--- src/rtl/instr_fetch_queue_if.sv ---
// rtl/instr_fetch_queue_if.sv - ROM request, redirect and instruction stream bundle of the fetch queue
interface instr_fetch_queue_if #(
  parameter int unsigned WIDTH = 48,
  parameter int unsigned DEPTH = 4
);
  localparam int unsigned CW = $clog2(DEPTH) + 1;

  logic             rom_en;
  logic [WIDTH-1:0] rom_addr;
  logic [WIDTH-1:0] rom_instr;
  logic             redirect;
  logic [WIDTH-1:0] redirect_pc;
  logic             instr_valid;
  logic [WIDTH-1:0] instr_out;
  logic [WIDTH-1:0] instr_pc;
  logic             instr_ready;
  logic [CW-1:0]    count;

  // master is the fetch queue itself; slave is the ROM plus the core
  modport master (
    output rom_en, rom_addr, instr_valid, instr_out, instr_pc, count,
    input  rom_instr, redirect, redirect_pc, instr_ready
  );

  modport slave (
    input  rom_en, rom_addr, instr_valid, instr_out, instr_pc, count,
    output rom_instr, redirect, redirect_pc, instr_ready
  );
endinterface

--- src/rtl/instr_fetch_queue.sv ---
// rtl/instr_fetch_queue.sv - prefetch queue between instruction ROM and core fetch/decode
module instr_fetch_queue #(
  parameter int unsigned      WIDTH    = 48,
  parameter int unsigned      DEPTH    = 4,
  parameter logic [WIDTH-1:0] PC_STEP  = WIDTH'(1),
  parameter logic [WIDTH-1:0] RESET_PC = '0
) (
  input  logic                 clk,
  input  logic                 rst_n,
  instr_fetch_queue_if.master  bus
);
  localparam int unsigned   PW   = $clog2(DEPTH);
  localparam int unsigned   CW   = PW + 1;
  localparam logic [CW-1:0] FULL = CW'(DEPTH);

  logic [WIDTH-1:0] fetch_pc;
  logic [WIDTH-1:0] req_pc;
  logic             inflight;
  logic [PW-1:0]    rd_ptr;
  logic [PW-1:0]    wr_ptr;
  logic [CW-1:0]    count;
  logic [WIDTH-1:0] instr_mem [DEPTH];
  logic [WIDTH-1:0] pc_mem    [DEPTH];
  logic [WIDTH-1:0] hold_instr;
  logic [WIDTH-1:0] hold_pc;

  logic [CW-1:0]    credit_used;
  logic             rom_en;
  logic             head_valid;
  logic             push;
  logic             pop;

  // A request reserves a slot until its response lands; a same-cycle pop frees nothing yet
  assign credit_used = count + CW'(inflight);
  assign rom_en      = rst_n && !bus.redirect && (credit_used < FULL);
  assign head_valid  = (count != '0);
  assign pop         = head_valid && bus.instr_ready;
  assign push        = inflight && !bus.redirect;

  always_ff @(posedge clk or negedge rst_n) begin
    if (!rst_n) begin
      fetch_pc   <= RESET_PC;
      req_pc     <= '0;
      inflight   <= 1'b0;
      rd_ptr     <= '0;
      wr_ptr     <= '0;
      count      <= '0;
      hold_instr <= '0;
      hold_pc    <= '0;
    end else begin
      // Remember what was last shown so the outputs stay put once the queue drains or flushes
      if (head_valid) begin
        hold_instr <= instr_mem[rd_ptr];
        hold_pc    <= pc_mem[rd_ptr];
      end
      inflight <= rom_en;
      if (rom_en) begin
        fetch_pc <= fetch_pc + PC_STEP;
        req_pc   <= fetch_pc;
      end
      if (bus.redirect) begin
        fetch_pc <= bus.redirect_pc;
        rd_ptr   <= '0;
        wr_ptr   <= '0;
        count    <= '0;
      end else begin
        if (push) wr_ptr <= wr_ptr + PW'(1);
        if (pop)  rd_ptr <= rd_ptr + PW'(1);
        case ({push, pop})
          2'b10:   count <= count + CW'(1);
          2'b01:   count <= count - CW'(1);
          default: count <= count;
        endcase
      end
    end
  end

  always_ff @(posedge clk) begin
    if (push) begin
      instr_mem[wr_ptr] <= bus.rom_instr;
      pc_mem[wr_ptr]    <= req_pc;
    end
  end

  assign bus.rom_en      = rom_en;
  assign bus.rom_addr    = fetch_pc;
  assign bus.instr_valid = head_valid;
  assign bus.instr_out   = head_valid ? instr_mem[rd_ptr] : hold_instr;
  assign bus.instr_pc    = head_valid ? pc_mem[rd_ptr]    : hold_pc;
  assign bus.count       = count;

  a_no_overflow: assert property (@(posedge clk) disable iff (!rst_n)
    !(push && !pop && count == FULL));

endmodule

--- src/flat_wrapper.sv ---
// flat-port wrapper written by rule: the top's interface ports become plain ports
module instr_fetch_queue_flat 
#(
  parameter int unsigned      WIDTH    = 48,
  parameter int unsigned      DEPTH    = 4,
  parameter logic [WIDTH-1:0] PC_STEP  = WIDTH'(1),
  parameter logic [WIDTH-1:0] RESET_PC = '0
)
  (clk, rst_n, bus_rom_en, bus_rom_addr, bus_instr_valid, bus_instr_out, bus_instr_pc, bus_count, bus_rom_instr, bus_redirect, bus_redirect_pc, bus_instr_ready);
  instr_fetch_queue_if #(.WIDTH(WIDTH), .DEPTH(DEPTH)) bus_i ();
  input  logic clk;
  input  logic rst_n;
  output wire logic [$bits(bus_i.rom_en)-1:0] bus_rom_en;
  output wire logic [$bits(bus_i.rom_addr)-1:0] bus_rom_addr;
  output wire logic [$bits(bus_i.instr_valid)-1:0] bus_instr_valid;
  output wire logic [$bits(bus_i.instr_out)-1:0] bus_instr_out;
  output wire logic [$bits(bus_i.instr_pc)-1:0] bus_instr_pc;
  output wire logic [$bits(bus_i.count)-1:0] bus_count;
  input wire logic [$bits(bus_i.rom_instr)-1:0] bus_rom_instr;
  input wire logic [$bits(bus_i.redirect)-1:0] bus_redirect;
  input wire logic [$bits(bus_i.redirect_pc)-1:0] bus_redirect_pc;
  input wire logic [$bits(bus_i.instr_ready)-1:0] bus_instr_ready;
  assign bus_rom_en = bus_i.rom_en;
  assign bus_rom_addr = bus_i.rom_addr;
  assign bus_instr_valid = bus_i.instr_valid;
  assign bus_instr_out = bus_i.instr_out;
  assign bus_instr_pc = bus_i.instr_pc;
  assign bus_count = bus_i.count;
  assign bus_i.rom_instr = bus_rom_instr;
  assign bus_i.redirect = bus_redirect;
  assign bus_i.redirect_pc = bus_redirect_pc;
  assign bus_i.instr_ready = bus_instr_ready;
  instr_fetch_queue #(.WIDTH(WIDTH), .DEPTH(DEPTH), .PC_STEP(PC_STEP), .RESET_PC(RESET_PC)) u_core (.clk(clk), .rst_n(rst_n), .bus(bus_i));
endmodule
--- config.mk ---
export PLATFORM = sky130hd
export DESIGN_NAME = instr_fetch_queue_flat
export DESIGN_NICKNAME = d
export VERILOG_FILES = /design/src/rtl/instr_fetch_queue_if.sv /design/src/rtl/instr_fetch_queue.sv /design/src/flat_wrapper.sv
export SDC_FILE = /design/constraint.sdc
export NUM_CORES = 1
export LEC_CHECK = 0
export CAP_MARGIN = 20
export CORE_MARGIN = 4
export CORE_UTILIZATION = 40
export DETAILED_ROUTE_END_ITERATION = 7
export PLACE_DENSITY = 0.63
export REMOVE_ABC_BUFFERS = 1
export SETUP_SLACK_MARGIN = 0.5
export SYNTH_ARGS = -nofsm -noshare
export SYNTH_HDL_FRONTEND = slang
export SYNTH_SLANG_ARGS = --single-unit
export TNS_END_PERCENT = 50
--- constraint.sdc ---
create_clock -name clk -period 8.1 [get_ports clk]
set_clock_uncertainty 0.1 [all_clocks]
set_input_delay 0.81 -clock clk [delete_from_list [all_inputs] [get_ports clk]]
set_output_delay 0.81 -clock clk [all_outputs]
set_load 0.01 [all_outputs]
# Word-level counts from Yosys, hierarchy flattened
# Memory sizes are Yosys's and may differ from the RTL's.
# Index checks and enable logic that the tools add are counted.
[totals]
reg_bits = 200
ramBits = 384
in_bits = 100
word_cells = 41
mem_count = 2
[memory_table]
columns = ["memory", "words", "width", "rd", "rd_clocked_by_memory_dff", "wr", "line_no", "text"]
rows = [
  ["u_core.instr_mem", 4, 48, 1, 0, 1, "instr_fetch_queue.sv:22", "logic [WIDTH-1:0] instr_mem [DEPTH];"],
  ["u_core.pc_mem", 4, 48, 1, 0, 1, "instr_fetch_queue.sv:23", "logic [WIDTH-1:0] pc_mem [DEPTH];"],
]
[op_classes]
n_addsub = 6
n_lt_le_gt_ge = 1
n_eq_ne = 2
n_mux = 12
n_reduce_logical = 10
[ops]
columns = ["cell", "n"]
rows = [
  ["48-bit 2-to-1 mux", 4],
  ["48-bit by 1-bit adder with 48-bit output, second input constant", 1],
  ["2-bit 2-to-1 mux", 4],
  ["3-bit one-hot mux with 2 select lines", 1],
  ["2-bit nonzero test", 3],
  ["3-bit nonzero test", 2],
  ["2-bit by 1-bit adder with 2-bit output, second input constant", 2],
  ["1-bit logical AND", 4],
  ["3-bit by 1-bit adder with 3-bit output", 1],
  ["3-bit by 1-bit adder with 3-bit output, second input constant", 1],
  ["3-bit < comparator, second input constant", 1],
  ["3-bit 2-to-1 mux", 1],
  ["3-bit by 1-bit subtractor with 3-bit output, second input constant", 1],
  ["2-bit by 1-bit == test with 1-bit output, second input constant", 1],
  ["2-bit == test, second input constant", 1],
  ["1-bit 2-to-1 mux", 2],
  ["1-bit logical NOT", 1],
]

# Logic depth before layout (Yosys ltp)
[depth]
ltp_word = 5
ltp_mapped = 8

# Least setup slack after synthesis
# Ideal clock, no wire load.
[synth_timing]
kind = "input port to flip-flop"
start = "in bus_redirect"
end = "mem u_core.instr_mem[0][0], enable pin"
setup_time_ps = 466
arrival_time_ps = 3671
t_required_ps = 7534
slack_ps = 3864
path_stages = 4
n_path_buf = 2
cell_sequence = "clkbuf_1 > clkbuf_1 > nor2b_1 > and2_1"
[synth_between]
elab_chain_cells = 4
[synth_rtl]
columns = ["element", "line_no", "text"]
rows = [
  ["start, declared", "flat_wrapper.sv:20", "input wire logic [$bits(bus_i.redirect)-1:0] bus_redirect;"],
  ["1-bit logical NOT", "instr_fetch_queue.sv:38", "assign push = inflight && !bus.redirect;"],
  ["1-bit logical AND", "instr_fetch_queue.sv:38", ""],
  ["1-bit 2-to-1 mux", "instr_fetch_queue.sv:79", "if (push) begin"],
  ["1-bit 2-to-1 mux (not written as such)", "instr_fetch_queue.sv:80", "instr_mem[wr_ptr] <= bus.rom_instr;"],
  ["end, declared", "instr_fetch_queue.sv:22", ""],
]
# No other way between the ends.

# Worst setup path after layout
[layout_timing]
start = "reg u_core.rd_ptr[0]"
end = "out bus_instr_pc[47]"
[layout_between]
elab_chain_cells = 2
[layout_rtl]
columns = ["element", "line_no", "text"]
rows = [
  ["start, declared", "instr_fetch_queue.sv:19", "logic [PW-1:0] rd_ptr;"],
  ["start signal, assigned", "instr_fetch_queue.sv:68", "if (pop) rd_ptr <= rd_ptr + PW'(1);"],
  ["memory read 4 x 48 bit", "-", ""],
  ["48-bit 2-to-1 mux", "instr_fetch_queue.sv:89", "assign bus.instr_pc = head_valid ? pc_mem[rd_ptr] : hold_pc;"],
  ["end, declared", "flat_wrapper.sv:17", "output wire logic [$bits(bus_i.instr_pc)-1:0] bus_instr_pc;"],
]
# No other way between the ends.

==> run_results.csv <==
group,metric,value,unit
finish,syn_to_final_growth,23.26,%
timing,rsz0062_at_grt,"no",
pwr,leakagePower,0.009506,uW
timing,worst_pin_slew,1.036,ns
synth,synth.yosys.warnings,0,
route,wire_per_inst,23.18,um
timing,hold_viol,0,
floorplanning,start_util,40.72,%
clocking,clk_latency,0.60,ns
setup_path,cp_num_cells,4,
setup_path,r2r_start,"u_core.inflight",
route,firstDrtPassIters,5,
floorplanning,io_pins,249,
route,routed_wl,52930,um
route,via_count,12230,
place,dpl.hpwl,31940,um
global_routing,grt_first_pass_wirelength,80790,um
timing,slew-limit-headroom,30.96,%
timing,setup_viol,0,
setup_path,cp_max_fo,36,
status,status,"finished, final reports clean",
global_routing,grt_max_degree,79,
setup_path,cp.buffers_inverters,2,
clocking,postCtsSetupBuffers,0,
place,gp_congestion,0.8269,
clocking,cts_buffers,60,
setup_path,rrSetupSlack,5.14,ns
clocking,clock_path_buffers,3,
hold_path,hp-class,"reg2reg",
finish,nNetsFinal,1592,
timing,min_period,4.621,ns
setup_path,cp-end-kind,"output port",
clocking,cts_tree,"built",
pwr,powerDensity,346.8,nW/um2
clocking,cts-root-buf,"clkbuf_16",
hold_path,whs_path_depth,1,
timing,drv_slew,0,
route,vias_per_cell,5.358,
clocking,htreeDepth,2,
floorplanning,rows,86,
floorplanning,coreArea,55630,um2
synth,synth_flop_cell,"edfxtp_1",
floorplanning,die_x,246.0,um
timing,fin_crit_sh,57.05,%
setup_path,cp_cell_sequence,"buf_4 -> mux4_2 -> mux2_2 -> clkdlybuf4s50_1",
flow_run,max_cap_viol_count,0,
synth,synth_seq_cells,584,
place,dp_cells,2171,
global_routing,track_usage,17.56,%
route,route.detailed.drc,0,
global_routing,grt_overflow,0,
timing,fmax,0.2164,GHz
synth,ys_types,49,
place,dp_slack,3.965,ns
setup_path,startpoint,"u_core.rd_ptr[0]",
clocking,clock_sink_count,584,
route,drt_iter0_markers,861,
route,antenna_left,0,
clocking,path_clk_slew,0.06,ns
setup_path,cp_slowest_cell,"dfrtp_4",
setup_path,cp_data_required_time,7.19,ns
finish,antenna_cells,0,
timing,finalWorstSetupSlack,3.479,ns
finish,stdcell_count,2283,
setup_path,reg2reg_depth,3,
setup_path,critical_path.top_delay_family,"buffers and inverters",
synth,synth_cells,1221,
synth,seq_area_frac_synth,73.00,%
synth,async_flop_share,34.25,%
timing,final.setup.tns,0,ns
pwr,vdd_drop_max,0.2335,mV
finish,drive_above_1_share,23.58,%
floorplanning,die_area,60500,um2
synth,netlist_area,22650,um2
global_routing,antenna_found_initial,0,
setup_path,crit_arrival,3.71,ns
timing,holdWs,0.3953,ns
setup_path,worstReg2RegEnd,"u_core.instr_mem[3][0]",
global_routing,grt_pass1_vias,12760,
place,portBuffers,248,
synth,post_synth.cell_area_avg,18.55,um2
synth,synth-edff-count,384,
setup_path,max_stage_delay,0.91,ns
floorplanning,die_h,246.0,um
hold_path,hold_end,"u_core.hold_pc[20]",
hold_path,hold_start,"u_core.hold_pc[20]",
setup_path,worstSetupPathType,"reg2out",
setup_path,start_kind,"flip-flop",
clocking,cts_resized,0,
[what timing repair did]
action	4_1_cts	5_1_grt
setup endpoints to repair	0	0
hold buffers	1	0
hold endpoints to repair	34	0
[placed cells by master, fill, tap and decap left out, types with 10 or more instances in the layout]
cell,n
nor2b_1,11
a31oi_1,10
nand4_1,23
edfxtp_1,384
buf_4,13
clkbuf_1,19
nor4_1,17
xnor2_1,17
nand2_1,54
dfrtp_1,198
xor2_1,13
clkinv_2,12
mux2_2,148
clkdlybuf4s50_1,246
nand3_1,22
o21ai_0,28
nor3_1,15
nor2_1,26
mux4_2,96
clkbuf_16,61
[report_power, final]
part	switching [uW]	total (uW)	internal, uW
Combinational	1230	2890	1650
Sequential	323	4070	3750
Clock	1120	2720	1610
[cells in the mapped netlist, types with 4 or more instances]
cell	n	area [um2]
a31oi_1	10	62.56
and2_1	11	68.82
and3_1	8	50.05
and4_1	9	78.83
buf_1	17	63.81
buf_2	4	20.02
clkbuf_1	36	135.1
dfrtp_1	200	5005
edfxtp_1	384	11530
ha_1	5	62.56
inv_1	6	22.52
mux2_2	148	1667
mux2i_1	8	80.08
mux4_2	96	2162
nand2_1	54	202.7
nand3_1	22	110.1
nand4_1	23	143.9
nor2_1	27	101.4
nor2b_1	11	68.82
nor3_1	15	75.07
nor4_1	17	106.4
o21ai_0	28	140.1
o31a_1	4	35.03
o31ai_1	4	30.03
or3_1	5	31.28
or4_1	7	52.55
xnor2_1	17	148.9
xor2_1	13	113.9
[state kept, by name (all words and copies together), names as in the netlist]
signal               flops
u_core.inflight          1
u_core.bus.rom_addr     48
u_core.hold_instr       48
u_core.rd_ptr            2
u_core.instr_mem       192
u_core.bus.count         3
u_core.pc_mem          192
u_core.req_pc           48
u_core.wr_ptr            2
u_core.hold_pc          48
[worst max path at each step]
stage                     slack, ns               end
after floorplan                2.45  bus_instr_out[0]
after global routing           3.12  bus_instr_pc[47]
after global placement         3.95  bus_instr_out[6]
after CTS                      3.27  bus_instr_pc[47]
after detailed placement       3.97  bus_instr_pc[47]
final                          3.48  bus_instr_pc[47]
[through the flow]
stage | utilization (%) | power, uW | cell area, um2
6_report | 50.19 | 9684 | 27920
5_1_grt | 50.19 | 10180 | 27920
4_1_cts | 50.19 | 9839 | 27920
3_5_place_dp | 46.67 | 7079 | 25960
3_3_place_gp | 46.67 | 7041 | 25960
2_1_floorplan | - | 5657 | 22420
[final cells by class]
type	instances	area [um2]
fillers	4626	27710
flip-flops and latches	584	16540
multi-input cells	572	5883
repair buffers	262	2590
clock buffers	84	1653
well taps	748	935.9
clock inverters	27	294.0
inverters	6	22.52
[layer usage]
layer	vias up	track usage, %	part of all wire [%]
met5	-	0	0
met4	0	3.821	2.0
met3	78	4.800	7.2
met2	404	27.27	47
met1	6396	25.10	44
li1	5355	-	-
[logic make-up (layout without fill, tap and decap cells)]
family	Yosys count	after routing	synth area share [%]
flip-flops	584	584	73.00
multiplexers	253	253	17.32
AND/OR/NAND/NOR	222	222	5.280
buffers and inverters	65	379	1.132
AO/OA/AOI/OAI	61	61	1.751
XOR/XNOR	30	30	1.160
adder cells (fa/ha/maj)	6	6	0.3645
Power figures use the tool's default switching activity.
